--- src/rtl/serial_sub_32.sv ---
// Digit-serial 32-bit subtractor: one nibble per cycle, LSB nibble first, valid/ready on both sides.
// Define SUB32_FLAGS_EN to add registered zero/ovf result flags.
module serial_sub_32 (
  input  logic        clk,
  input  logic        rst,
  input  logic        in_valid,
  output logic        in_ready,
  input  logic [31:0] A,
  input  logic [31:0] B,
  input  logic        bin,
  output logic        out_valid,
  input  logic        out_ready,
  output logic [31:0] diff,
  output logic        bout
`ifdef SUB32_FLAGS_EN
  ,
  output logic        zero,
  output logic        ovf
`endif
);

  typedef enum logic [1:0] {IDLE, RUN, DONE} state_t;

  state_t      state, state_nxt;
  logic [31:0] a_sh, b_sh;
  logic [27:0] res_sh;
  logic        borrow;
  logic [2:0]  cnt;
  logic        accept, last;
  logic [4:0]  sub5;
  logic [31:0] diff_nxt;

  always_ff @(posedge clk or posedge rst) begin
    if (rst) state <= IDLE;
    else     state <= state_nxt;
  end

  always_comb begin
    state_nxt = state;
    in_ready  = 1'b0;
    out_valid = 1'b0;
    accept    = 1'b0;
    last      = (cnt == 3'd7);
    case (state)
      IDLE: begin
        in_ready = ~rst;
        accept   = in_valid & ~rst;
        if (accept) state_nxt = RUN;
      end
      RUN: begin
        if (last) state_nxt = DONE;
      end
      DONE: begin
        out_valid = 1'b1;
        if (out_ready) state_nxt = IDLE;
      end
      default: state_nxt = IDLE;
    endcase
  end

  // bit 4 of the 5-bit difference is the borrow into the next nibble
  always_comb begin
    sub5     = {1'b0, a_sh[3:0]} - {1'b0, b_sh[3:0]} - {4'b0000, borrow};
    diff_nxt = {sub5[3:0], res_sh};
  end

  always_ff @(posedge clk or posedge rst) begin
    if (rst) begin
      a_sh   <= '0;
      b_sh   <= '0;
      res_sh <= '0;
      borrow <= 1'b0;
      cnt    <= '0;
      diff   <= '0;
      bout   <= 1'b0;
`ifdef SUB32_FLAGS_EN
      zero   <= 1'b0;
      ovf    <= 1'b0;
`endif
    end else if (accept) begin
      a_sh   <= A;
      b_sh   <= B;
      borrow <= bin;
      cnt    <= '0;
    end else if (state == RUN) begin
      a_sh   <= a_sh >> 4;
      b_sh   <= b_sh >> 4;
      res_sh <= {sub5[3:0], res_sh[27:4]};
      borrow <= sub5[4];
      cnt    <= cnt + 3'd1;
      if (last) begin
        diff <= diff_nxt;
        bout <= sub5[4];
`ifdef SUB32_FLAGS_EN
        zero <= (diff_nxt == 32'd0);
        // signed overflow: operand signs differ and result sign differs from minuend
        ovf  <= (a_sh[3] ^ b_sh[3]) & (sub5[3] ^ a_sh[3]);
`endif
      end
    end
  end

endmodule

--- config.mk ---
export PLATFORM = sky130hd
export DESIGN_NAME = serial_sub_32
export DESIGN_NICKNAME = d
export VERILOG_FILES = /design/src/rtl/serial_sub_32.sv
export SDC_FILE = /design/constraint.sdc
export NUM_CORES = 1
export LEC_CHECK = 0
export BUFFER_PORTS_ARGS = -buffer_cell sky130_fd_sc_hd__buf_2
export CORE_MARGIN = 2
export CORE_UTILIZATION = 50
export DETAILED_ROUTE_END_ITERATION = 10
export GPL_TIMING_DRIVEN = 0
export PLACE_DENSITY = 0.78
export SYNTH_ARGS = -nofsm -noshare
export SYNTH_HDL_FRONTEND = slang
export SYNTH_SLANG_ARGS = --single-unit
export TNS_END_PERCENT = 1
--- constraint.sdc ---
create_clock -name clk -period 11.3 [get_ports clk]
set_input_delay 2.825 -clock clk [delete_from_list [all_inputs] [get_ports clk]]
set_output_delay 2.825 -clock clk [all_outputs]
set_load 0.05 [all_outputs]
-- After elaboration in Yosys (flattened, before gate mapping)
Cells that the tools add are included.
- eq/ne operators: 6
- add/subtract/negate cells: 3
- bitwise logic cells: 3
- reductions and logical operators: 5
- multiplexer cells: 15
- operators with widths (cell ; number):
    $mux 32 ; 4
    $mux 2 ; 3
    $mux 3 ; 2
    $ne 2x2->1 const B ; 3
    $pmux 2 s3 ; 1
    $reduce_and 3->1 ; 2
    $mux 1 ; 5
    $sub 4x4->5 ; 1
    $sub 5x1->5 ; 1
    $add 3x1->3 const B ; 1
    $eq 3x3->1 const B ; 1
    $eq 2x1->1 const B ; 1
    $eq 2x2->1 const B ; 1
    $logic_not 2->1 ; 1
    $not 1->1 ; 2
    $reduce_and 2->1 ; 1
    $reduce_bool 2->1 ; 1
    $and 1x1->1 ; 1
- word-level logic and storage cells: 40
- output and inout bits: 35
- bits of input ports: 69
- register bits: 131

-- Logic depth before layout (Yosys ltp)
Gate-level depths: netlist of run 1.
- depth after elaboration: 5
- gate-level depth with buffers: 8
- depth with buffers taken out: 8

-- Least setup slack after synthesis of run 1
OpenSTA, ideal clock, no wires.
- kind: input -> output
- from: in rst
- to: out in_ready
- path buffers: 0
- setup slack: 4.605 ns
- data required time: 8.475 ns
- arrival time: 3.870 ns
- stages: 1
- path through: nor3_1
- cells in the longest elaborated chain, start to end: 2
- RTL lines (element ; RTL line ; RTL):
    start: declaration ; 5 ; input logic rst,
    $not 1->1 ; 46 ; in_ready = ~rst;
    $mux 1 ; 44 ; case (state)
    end: declaration ; 7 ; output logic in_ready,
Every way passes these cells.

-- Worst setup path in the final report of run 1
Same ends and word-level chain as after synthesis.

==> results of run 1 <==
## final cells by class
class / instances / area share, %
sequential: 131 / 48.7
multi-input combinational: 345 / 28.7
timing repair buffer: 104 / 8.07
clock buffer: 18 / 6.21
clock inverter: 13 / 2.73
tap: 136 / 2.53
buffer: 32 / 2.31
inverter: 11 / 0.688
## synth_stat cells, drive strengths merged
cell	number	area, um2
nand2	208	781
dfrtp	131	3280
a22oi	53	398
mux2	29	327
o21ai	21	105
buf	16	95.1
clkbuf	16	60.1
inv	11	41.3
ha	8	100
nor3	5	25.0
a221o	4	40.0
xnor2	4	35.0
nand2b	3	18.8
a21oi	2	10.0
fa	2	40.0
nor2	2	7.51
nand3b	1	7.51
nor2b	1	6.26
nor3b	1	7.51
nor4b	1	23.8
## kinds of logic (layout without fill, tap and decap cells)
logic type | count (synthesis) | count (layout) | share of synthesized area, %
xor gates and xnor gates | 4 | 4 | 0.648
AOI/OAI and AO/OA | 80 | 80 | 10.2
adders and majority gates | 10 | 10 | 2.59
buffers and inverters | 43 | 178 | 3.63
and+or+nand+nor | 222 | 222 | 16.2
muxes | 29 | 29 | 6.04
DFF | 131 | 131 | 60.6
## sequential cells by signal, summed over array words and instances, names as in the netlist
| signal | flops |
|---|---|
| state | 2 |
| res_sh | 28 |
| diff | 32 |
| borrow | 1 |
| cnt | 3 |
| b_sh | 32 |
| bout | 1 |
| a_sh | 32 |
## per-stage QoR
stage	std cells	hold slack, ns	cell area (um2)	worst slack, ns	utilization (%)
global route	790	0.502	6730	5.00	64.6
finish	790	0.478	6730	5.08	64.6
floorplan	519	0.442	5410	4.61	-
CTS	790	0.479	6730	5.07	64.6
detailed placement	759	0.463	6120	5.07	58.8
global placement	758	0.456	6090	3.61	58.5
## layer usage
metal / vias up / global-route usage, % / part of all wire [%]
met3: 23 / 5.85 / 5.7
met1: 2009 / 29.4 / 44
met2: 115 / 36.3 / 49
met4: 0 / 8.06 / 1.7
li1: 1987 / - / -
met5: - / 0 / 0
## power by group through the flow
stage          combinational (mW)  clock [mW]  sequential (mW)
2_1_floorplan               0.455           0            0.914
3_3_place_gp                0.775           0            0.776
3_5_place_dp                0.809           0            0.787
4_1_cts                     0.815       0.568            0.781
5_1_grt                     0.898       0.592            0.805
6_report                    0.807       0.562            0.781
## how the worst max path moves through the flow
stage	cells past startpoint	slack, ns	from	end
5_1_grt	3	5.00	rst	in_ready
4_1_cts	3	5.07	rst	in_ready
3_5_place_dp	3	5.07	rst	in_ready
3_3_place_gp	2	3.61	rst	b_sh[14]
2_1_floorplan	1	4.61	rst	in_ready
6_report	3	5.08	rst	in_ready
## critical path: stages
cell                     delay, ns
sky130_fd_sc_hd__buf_2        0.15
sky130_fd_sc_hd__nor3_1       0.13
sky130_fd_sc_hd__buf_2        0.29
==> metrics.md, run 1 <==
| Metric | Value |
|---|---|
| Outcome | finished clean |
| Library cells used by synthesis | 22 |
| First-pass GRT wire length | 20,100 um |
| Sequential cell area | 0.00328 mm2 |
| Area taken by multi-input logic gates | 0.00193 mm2 |
| Height of the die | 108 um |
| Crit path max fanout | 4 |
| X dimension of the die | 108 um |
| Layout Area Growth over Synthesis | 24.4% |
| Post-detailed-route DRC marker count | 0 |
| CTS root buf | sky130_fd_sc_hd__clkbuf_8 |
| Number of cell rows | 37 |
| Crit path required time | 8.48 ns |
| CP Capture Type | primary output |
| Final Hold Viols | 0 |
| Worst hold start | b_sh[6] |
| Warning count from the yosys run | 0 |
| Crit Path Category | input port to primary output |
| Commonest non-fill, non-tap cell in the layout | sky130_fd_sc_hd__nand2_1 |
| Iter 0 DRT Violations | 216 |
| Diode insertion count for antenna repair | 0 |
| TritonCTS buffer count | 17 |
| Class of the most critical hold timing path | flop to flop |
| Final Wtd Congestion | 0.802 |
| Post-cts resize count | 0 |
| Post-DP HPWL | 8390 um |
| CTS Hold Buffers Added | 0 |
| Number of H-tree levels | 4 |
| Capturing point of the worst reg2reg path | borrow |
| Worst-margin pin slew | 0.732 ns |
| DR vias/cell | 5.23 |
| TritonCTS clock tree | built |
| DR vias | 4,134 |
| Initial core utilization | 51.9% |
| Reg-to-reg critical path startpoint | a_sh[0] |
| Clock latency of the later-clocked register in the worst-skew pair | 0.52 ns |
| Static Leakage | 3.56 nW |
| Fin nets | 721 |
| Switching power of the nets | 858 uW |
| Most used cells in the layout excluding fill and tap cells | 208 x sky130_fd_sc_hd__nand2_1, 131 x sky130_fd_sc_hd__dfrtp_1, 116 x sky130_fd_sc_hd__buf_2 |
| I/O pin count | 104 |
| Overall die area | 0.0117 mm2 |
| Power per cell area | 320 mW/mm2 |
| First-pass detailed-route iteration total | 5 |
| Number of buffer cells added on primary ports | 103 |
| Post-CTS Repair Setup Buffers | 0 |
| Maximum number of pins on one net before global-route repair | 81 |
| Final antenna-violating net count | 0 |
| Hold Path Depth | 2 |
| Number of antenna violations at the first check in global routing | 1 |
| Logic depth of the worst register-to-register path | 6 |
| Instance count of the mapped netlist | 519 |
| #FFs+latches synth | 131 |
| Sort of element at the start of the critical path | input port |
| Final Max Slew Viols | 0 |
| Final routed wire length divided by cell count | 15.3 um |
| Max Clock Skew | 0.00819 ns |
| Via count of the first global-routing pass | 4,147 |
| Fraction of the cycle the final worst path needs | 55.0% |
| Clock-pin transition on the worst setup and hold timing paths | 0.06 ns |
| Final WL | 12,100 um |
| Final total power | 2.15 mW |
| Total negative slack for setup checks | 0 ns |
| Crit path time final | 6.22 ns |
| Final setup vio count | 0 |
| Highest achievable clock rate | 0.161 GHz |
| Switching part of the total power | 39.9% |
| Relative contribution of combinational cells to total power | 37.5% |
| Grt ovf | 0 |
| End point of the most critical hold path | b_sh[6] |
| Total of fill cells in the finished design | 845 |
| Combined global-route utilization of all metal layers | 22.4% |
| Cell-internal power | 1.29 mW |
| R2r setup slk | 9.16 ns |
| Floorplan core area | 0.0104 mm2 |
| Post-synthesis instance area | 0.00541 mm2 |
| Sinks on Clock Net | 131 |
| Max-capacitance violation count | 0 |
| Nets in the synthesized netlist | 598 |
| Max Buffers Root-to-Sink | 2 |
| RSZ-0062 raised after global routing | false |
| Arrival time of the worst setup path | 3.39 ns |
| Clock power share | 26.1% |
| Headroom to the max-slew limit | 51.0% |
| Sequential share of power | 36.3% |
| Worst-case vdd ir drop | 0.190 mV |
| Share of layout cells above drive strength 1 | 27.7% |
| Sequential area share after synthesis | 60.6% |
| Average footprint of a synthesized cell | 10.4 um2 |
(Power assumes the default switching activity.)
==> run 2, diff against run 1 <==
--- a/config.mk
+++ b/config.mk
@@ -5,6 +5,7 @@
 export SDC_FILE = /design/constraint.sdc
 export NUM_CORES = 1
 export LEC_CHECK = 0
+export ABC_AREA = 1
 export BUFFER_PORTS_ARGS = -buffer_cell sky130_fd_sc_hd__buf_2
 export CORE_MARGIN = 2
 export CORE_UTILIZATION = 50
==> constraint.sdc (replaced) <==
create_clock -name clk -period 6 [get_ports clk]
set_input_delay 1.5 -clock clk [delete_from_list [all_inputs] [get_ports clk]]
set_output_delay 1.5 -clock clk [all_outputs]
set_load 0.05 [all_outputs]
==> run 2 against run 1 <==
Net effect: power is 99% higher; combinational power is 120% higher; synthesized area is 5.6% higher; via count is 20% higher; critical path depth stayed put; largest power group unchanged; clock skew is 0.0018 ns lower; count of clock-buffer cells in the layout is 2 higher.
==> metrics.md, run 2 <==
| Metric | Value |
|---|---|
| Outcome | finished clean |
| Fin nets | 839 (+16%) |
| Clock latency of the later-clocked register in the worst-skew pair | 0.42 ns (-0.10 ns) |
| Final total power | 4.27 mW (+99%) |
| Combined global-route utilization of all metal layers | 23.5% (+1.0 points) |
| Via count of the first global-routing pass | 4,831 (+16%) |
| #FFs+latches synth | 131 (unchanged) |
| Placed Instances | 884 (+16%) |
| Flip-flop cell with the highest count after synthesis | sky130_fd_sc_hd__dfrtp_1 |
| I/O pin count | 104 (unchanged) |
| Final Max Slew Viols | 0 (unchanged) |
| Final Hold Viols | 0 (unchanged) |
| TritonCTS buffer count | 17 (unchanged) |
| Static Leakage | 3.58 nW (+0.35%) |
| Arrival time of the worst setup path | 2.05 ns (-1.34 ns) |
| Compound-Gate Fraction of Synth Area | 6.70% (-3.5 points) |
| DR vias | 4,969 (+20%) |
| DR vias/cell | 5.43 (+3.8%) |
| Share of flip-flops with an asynchronous set or reset after synthesis | 100% (unchanged) |
| Most frequent cells after synthesis | 178 x sky130_fd_sc_hd__nand3_1, 138 x sky130_fd_sc_hd__nand2_1, 131 x sky130_fd_sc_hd__dfrtp_1 |
| CP Capture Type | primary output |
| Sequential area share after synthesis | 57.4% (-3.2 points) |
| Crit path max fanout | 3 (-1) |
| Number of antenna violations at the first check in global routing | 0 (-1) |
| First-pass GRT wire length | 23,100 um (+15%) |
| Post-detailed-route DRC marker count | 0 (unchanged) |
| Headroom to the max-slew limit | 67.4% (+16 points) |
| Final antenna-violating net count | 0 (unchanged) |
| CTS root buf | sky130_fd_sc_hd__clkbuf_16 |
| RSZ-0062 raised after global routing | false |
| Grt ovf | 0 (unchanged) |
| Worst-margin pin slew | 0.489 ns (-0.243 ns) |
| Clock-pin transition on the worst setup and hold timing paths | 0.06 ns (about the same) |
| Average footprint of a synthesized cell | 8.97 um2 (-14%) |
| Number of buffer cells added on primary ports | 103 (unchanged) |
| Reg-to-reg critical path startpoint | a_sh[0] |
| Fraction of synthesized cell area taken by the top area cell type | 57.4% (-3.2 points) |
| Worst-case vdd ir drop | 0.311 mV (+64%) |
| Initial core utilization | 50.7% (-1.2 points) |
| TritonCTS clock tree | built |
| Cell with the most instances after synthesis | sky130_fd_sc_hd__nand3_1 |
| Largest cells by area after synthesis | sky130_fd_sc_hd__dfrtp_1 57%, sky130_fd_sc_hd__nand3_1 16%, sky130_fd_sc_hd__nand2_1 9.1% |
| Final WL | 13,900 um (+15%) |
| Crit path time final | 3.55 ns |
| Final Wtd Congestion | 0.867 (+8.1%) |
| Class of the most critical hold timing path | flop to flop |
| Most used cells in the layout excluding fill and tap cells | 178 x sky130_fd_sc_hd__nand3_1, 138 x sky130_fd_sc_hd__nand2_1, 134 x sky130_fd_sc_hd__buf_2 |
| Max Clock Skew | 0.00636 ns (-0.00183 ns) |
| Floorplan core area | 0.0113 mm2 (+8.2%) |
| Iter 0 DRT Violations | 377 (+75%) |
| Library cells used by synthesis | 22 (unchanged) |
| Highest achievable clock rate | 0.281 GHz |
| Final non-filler cell total | 915 (+16%) |
| Fraction of synthesized cell area in xor and xnor cells | 0.153% (-0.49 points) |
| Adder and majority cell fraction of the synthesized area | 2.45% (-0.14 points) |
| Post-CTS Repair Setup Buffers | 0 (unchanged) |
| Power per cell area | 607 mW/mm2 (+90%) |
| Fraction of the cycle the final worst path needs | 59.2% |
| CTS Hold Buffers Added | 0 (unchanged) |
| Max Buffers Root-to-Sink | 2 (unchanged) |
| Final routed wire length divided by cell count | 15.2 um (-0.81%) |
| Worst hold start | res_sh[2] |
| Total of fill cells in the finished design | 924 (+9.3%) |
| Post-synthesis instance area | 0.00571 mm2 (+5.6%) |
| Commonest non-fill, non-tap cell in the layout | sky130_fd_sc_hd__nand3_1 |
| Number of enable-type register cells in the synthesized netlist | 0 (unchanged) |
| Number of cell rows | 39 (+5.4%) |
| Standard cell area after detailed placement | 0.00644 mm2 (+5.1%) |
| Post-DP HPWL | 9780 um (+17%) |
| Height of the die | 111 um (+2.7%) |
| Total negative slack for setup checks | 0 ns (unchanged) |
| Min setup slack post-route | 2.45 ns (-2.64 ns) |
| Maximum number of pins on one net before global-route repair | 102 (+26%) |
| Post-cts resize count | 0 (unchanged) |
| Cell type with the largest total area after synthesis | sky130_fd_sc_hd__dfrtp_1 |
| Diode insertion count for antenna repair | 0 (unchanged) |
| Largest family of logic cells by synthesized area | simple AND/OR/NAND/NOR gates |
| Layout Area Growth over Synthesis | 23.2% |
| Warning count from the yosys run | 0 (unchanged) |
| First-pass detailed-route iteration total | 5 (unchanged) |
| Crit path required time | 4.50 ns (-3.98 ns) |
| Nets in the synthesized netlist | 716 (+20%) |
| Final setup vio count | 0 (unchanged) |
| Max-capacitance violation count | 0 (unchanged) |
| Worst-case setup slack after placement | 2.45 ns (-2.62 ns) |
| Sinks on Clock Net | 131 (unchanged) |
| X dimension of the die | 111 um (+2.7%) |
| Share of layout cells above drive strength 1 | 23.7% (-4.0 points) |
| Sort of element at the start of the critical path | input port |
| Mux share of post-synthesis cell area | 0% (-6.0 points) |
| Number of H-tree levels | 4 (unchanged) |
| Crit Path Category | input port to primary output |
| Area of all placed cells without fillers | 0.00703 mm2 (+4.6%) |
| Overall die area | 0.0123 mm2 (+5.4%) |
| Instance count of the mapped netlist | 637 (+23%) |
| Regs by FF count | a_sh (32), b_sh (32), diff (32) |
| Simple-gate share of the synthesized area | 25.6% (+9.4 points) |
| Beginning of the critical path | rst |
run 2: cell count changes in the layout (fill, tap and decap cells not counted), moves of 8 or more:
| cell | previous run | this run |
|---|---|---|
| sky130_fd_sc_hd__inv_1 | 10 | 49 |
| sky130_fd_sc_hd__nand2_1 | 208 | 138 |
| sky130_fd_sc_hd__clkbuf_1 | 17 | 6 |
| sky130_fd_sc_hd__o211ai_1 | 0 | 8 |
| sky130_fd_sc_hd__o21ai_0 | 21 | 48 |
| sky130_fd_sc_hd__a22oi_1 | 53 | 0 |
| sky130_fd_sc_hd__nand3_1 | 0 | 178 |
| sky130_fd_sc_hd__mux2_2 | 29 | 0 |
| sky130_fd_sc_hd__o21ai_1 | 0 | 14 |
| sky130_fd_sc_hd__buf_2 | 116 | 134 |
run 2: report_power, final:
part	switching, mW	leakage [nW]	total (mW)	internal (mW)
Clock	0.388	0.277	1.03	0.643
Sequential	0.220	1.69	1.48	1.26
Combinational	1.22	1.61	1.76	0.539
run 2: cell families after synthesis:
group	Yosys count
xor gates and xnor gates	1
DFF	131
buffers and inverters	97
AOI/OAI and AO/OA	72
adders and majority gates	10
and+or+nand+nor	326
run 2: worst paths after layout:
path | to | slack, ns | depth (start not counted)
setup / recovery | in_ready | 2.45 | 3
hold / removal | diff[2] | 0.48 | 2
setup reg to reg | res_sh[27] | 4.12 | 7
hold reg to reg | diff[2] | 0.48 | 2
max in group asynchronous | b_sh[15] | 4.16 | 3
min in group asynchronous | diff[9] | 1.07 | 2
run 2: per-stage QoR:
step	hold WS, ns	util [%]
after detailed placement	0.465	57.1
after global routing	0.499	62.4
after global placement	0.462	56.8
final	0.476	62.4
after CTS	0.480	62.4
after floorplan	0.442	-
run 2: critical path: stages:
cell and delay, ns:
sky130_fd_sc_hd__buf_2 0.14, sky130_fd_sc_hd__nor3_1 0.13, sky130_fd_sc_hd__buf_2 0.29
run 2: per-layer routing:
| layer | global-route usage (%) | part of all wire [%] |
|---|---|---|
| met5 | 0 | 0 |
| met4 | 9.17 | 2.6 |
| met3 | 6.23 | 6.3 |
| met2 | 36.6 | 48 |
| met1 | 31.6 | 43 |
run 2: area by class of cell:
type | instances | area [um2] | area share, %
Clock inverter | 11 | 129 | 1.83
Inverter | 52 | 203 | 2.88
Timing Repair Buffer | 104 | 543 | 7.72
Multi-Input combinational cell | 409 | 1990 | 28.4
Sequential cell | 131 | 3280 | 46.6
Tap cell | 143 | 179 | 2.54
Clock buffer | 20 | 467 | 6.63
Buffer | 45 | 241 | 3.43
==> run 3, diff against run 2 <==
==> constraint.sdc (replaced) <==
create_clock -name clk -period 3.7 [get_ports clk]
set_input_delay 0.925 -clock clk [delete_from_list [all_inputs] [get_ports clk]]
set_output_delay 0.925 -clock clk [all_outputs]
set_load 0.05 [all_outputs]
==> run 3 against run 2 <==
Net effect: global-route usage is 0.25 points higher; count of clock-buffer cells in the layout is 2 lower; worst setup slack worse by 1.1 ns; largest power group unchanged; utilization is 0.73 points higher; sequential share of layout area is 0.54 points lower; sequential cell count stayed put; critical endpoint unchanged; critical path type unchanged; sequential power is 62% higher; critical path depth stayed put; clock skew hardly changed; die area stayed put.
==> metrics.md, run 3 (synthesized netlist as in run 2, its figures left out) <==
| Metric | Value |
|---|---|
| Outcome | finished clean |
| Final Wtd Congestion | 0.865 (-0.28%) |
| Final routed wire length divided by cell count | 15.3 um (+0.76%) |
| RSZ-0062 raised after global routing | false |
| Number of cell rows | 39 (unchanged) |
| Combined global-route utilization of all metal layers | 23.7% (+0.25 points) |
| Fraction of the cycle the final worst path needs | 64.4% |
| Post-DP HPWL | 9840 um (+0.61%) |
| CTS root buf | sky130_fd_sc_hd__clkbuf_16 |
| Grt met1 use | 32.5% (+0.90 points) |
| Delay of the slowest cell on the worst path | 0.28 ns (about the same) |
| Most congested layer reported by global routing | met2 |
| Post-detailed-route DRC marker count | 0 (unchanged) |
| Highest achievable clock rate | 0.420 GHz |
| Final total power | 7.08 mW (+66%) |
| Met3 global-route usage | 5.63% (-0.60 points) |
| Sort of element at the start of the critical path | input port |
| First-pass GRT wire length | 23,300 um (+0.51%) |
| X dimension of the die | 111 um (unchanged) |
| Floorplan core area | 0.0113 mm2 (unchanged) |
| Overall die area | 0.0123 mm2 (unchanged) |
| Crit path required time | 2.77 ns (-1.73 ns) |
| Most used cells in the layout excluding fill and tap cells | 178 x sky130_fd_sc_hd__nand3_1, 138 x sky130_fd_sc_hd__nand2_1, 134 x sky130_fd_sc_hd__buf_2 |
| Via count of the first global-routing pass | 4,803 (-0.58%) |
| Cell-internal power | 4.11 mW (+68%) |
| Final Max Slew Viols | 0 (unchanged) |
| Final setup vio count | 0 (unchanged) |
| Final antenna-violating net count | 0 (unchanged) |
| Most used cell along the critical path | sky130_fd_sc_hd__buf_2 |
| Grt met2 use | 37.3% (+0.70 points) |
| Worst-case setup slack after placement | 1.32 ns (-1.14 ns) |
| Slowest library cell on the worst path | sky130_fd_sc_hd__buf_2 |
| Switching power of the nets | 2.97 mW (+63%) |
| CP cell instances | buf_2 -> nor3_1 -> buf_2 |
| Crit path time final | 2.38 ns |
| R2r setup slk | 1.75 ns (-2.37 ns) |
| TritonCTS buffer count | 17 (unchanged) |
| Clock-pin transition on the worst setup and hold timing paths | 0.06 ns (about the same) |
| I/O pin count | 104 (unchanged) |
| CP Capture Type | primary output |
| Fin nets | 841 (+0.24%) |
| Crit Path Category | input port to primary output |
| First-pass detailed-route iteration total | 5 (unchanged) |
| Arrival time of the worst setup path | 1.46 ns (-0.59 ns) |
| Final Hold Viols | 0 (unchanged) |
| Sequential share of power | 33.8% (-0.9 points) |
| Initial core utilization | 50.7% (unchanged) |
| Share of layout cells above drive strength 1 | 23.9% (+0.17 points) |
| Number of buffer cells added on primary ports | 103 (unchanged) |
| Sinks on Clock Net | 131 (unchanged) |
| Regs by FF count | a_sh (32), b_sh (32), diff (32) |
| DR vias | 4,986 (+0.34%) |
| Relative contribution of combinational cells to total power | 40.5% (-0.6 points) |
| Commonest non-fill, non-tap cell in the layout | sky130_fd_sc_hd__nand3_1 |
| Grt ovf | 0 (unchanged) |
| Layout Area Growth over Synthesis | 24.6% |
| Number of antenna violations at the first check in global routing | 0 (unchanged) |
| Kind of cell with the highest combined delay on the critical path | buffers and inverters |
| CTS Hold Buffers Added | 0 (unchanged) |
| Switching part of the total power | 41.9% (-0.86 points) |
| Clock power share | 25.6% (+1.4 points) |
| Total negative slack for setup checks | 0 ns (unchanged) |
| Maximum number of pins on one net before global-route repair | 44 (-57%) |
| TritonCTS clock tree | built |
| Worst-margin pin slew | 0.956 ns (+0.466 ns) |
| Crit path max fanout | 3 (unchanged) |
| Height of the die | 111 um (unchanged) |
| Diode insertion count for antenna repair | 0 (unchanged) |
| Max-capacitance violation count | 0 (unchanged) |
| Power per cell area | 995 mW/mm2 (+64%) |
| Final Util | 63.1% (+0.73 points) |
| Min setup slack post-route | 1.32 ns (-1.13 ns) |
| Static Leakage | 3.62 nW (+1.2%) |
| Worst-case vdd ir drop | 0.552 mV (+77%) |
| Max Buffers Root-to-Sink | 2 (unchanged) |
| Clock latency of the later-clocked register in the worst-skew pair | 0.42 ns (about the same) |
| Post-CTS Repair Setup Buffers | 0 (unchanged) |
| Headroom to the max-slew limit | 36.2% (-31 points) |
| DR vias/cell | 5.43 (about the same) |
| Iter 0 DRT Violations | 384 (+1.9%) |
| Number of H-tree levels | 4 (unchanged) |
| Max Clock Skew | 0.00643 ns (+0.0000699 ns) |
| Class of the most critical hold timing path | flop to flop |
| Final WL | 14,000 um (+1.1%) |
| Post-cts resize count | 0 (unchanged) |
| CP Buf/Inv Count | 2 (unchanged) |
-- run 3: path summary, 6_finish.rpt --
path                       startpoint  endpoint  cells after the start
min                         res_sh[2]   diff[2]                      2
max in group asynchronous         rst  b_sh[14]                      4
max                               rst  in_ready                      3
min reg2reg                 res_sh[2]   diff[2]                      2
max reg2reg                   b_sh[0]      bout                      9
min in group asynchronous         rst  state[1]                      2
-- run 3: metal layers --
layer	vias up	part of all wire, %
li1	2363	-
met1	2380	45
met2	216	48
met3	27	6.1
met4	0	1.5
met5	-	0
-- run 3: through the flow --
step	std cells	instance area [um2]	hold WS [ns]
after global routing	918	7120	0.505
after floorplan	637	5720	0.442
after detailed placement	886	6480	0.468
after CTS	918	7120	0.479
after global placement	883	6410	0.462
final	918	7120	0.481
-- run 3: power by group through the flow --
stage	sequential [mW]	clock [mW]	combinational [mW]
2_1_floorplan	2.84	0	1.63
3_3_place_gp	2.38	0	2.73
3_5_place_dp	2.41	0	2.83
4_1_cts	2.40	1.83	2.87
5_1_grt	2.47	1.90	3.17
6_report	2.40	1.82	2.87
-- run 3: cell type report --
cell class / instances / area, um2
flip-flops and latches: 131 / 3280
multi-input cells: 409 / 1990
fillers: 892 / 4160
repair buffers: 106 / 583
well taps: 143 / 179
inverters: 52 / 201
plain buffers: 45 / 241
clock buffers: 18 / 429
clock inverters: 14 / 210
-- run 3: tightest hold or removal path, delay by kind of cell (launching register included) --
family | cells | cell delay [ns]
flops | 1 | 0.34
simple gates | 2 | 0.11
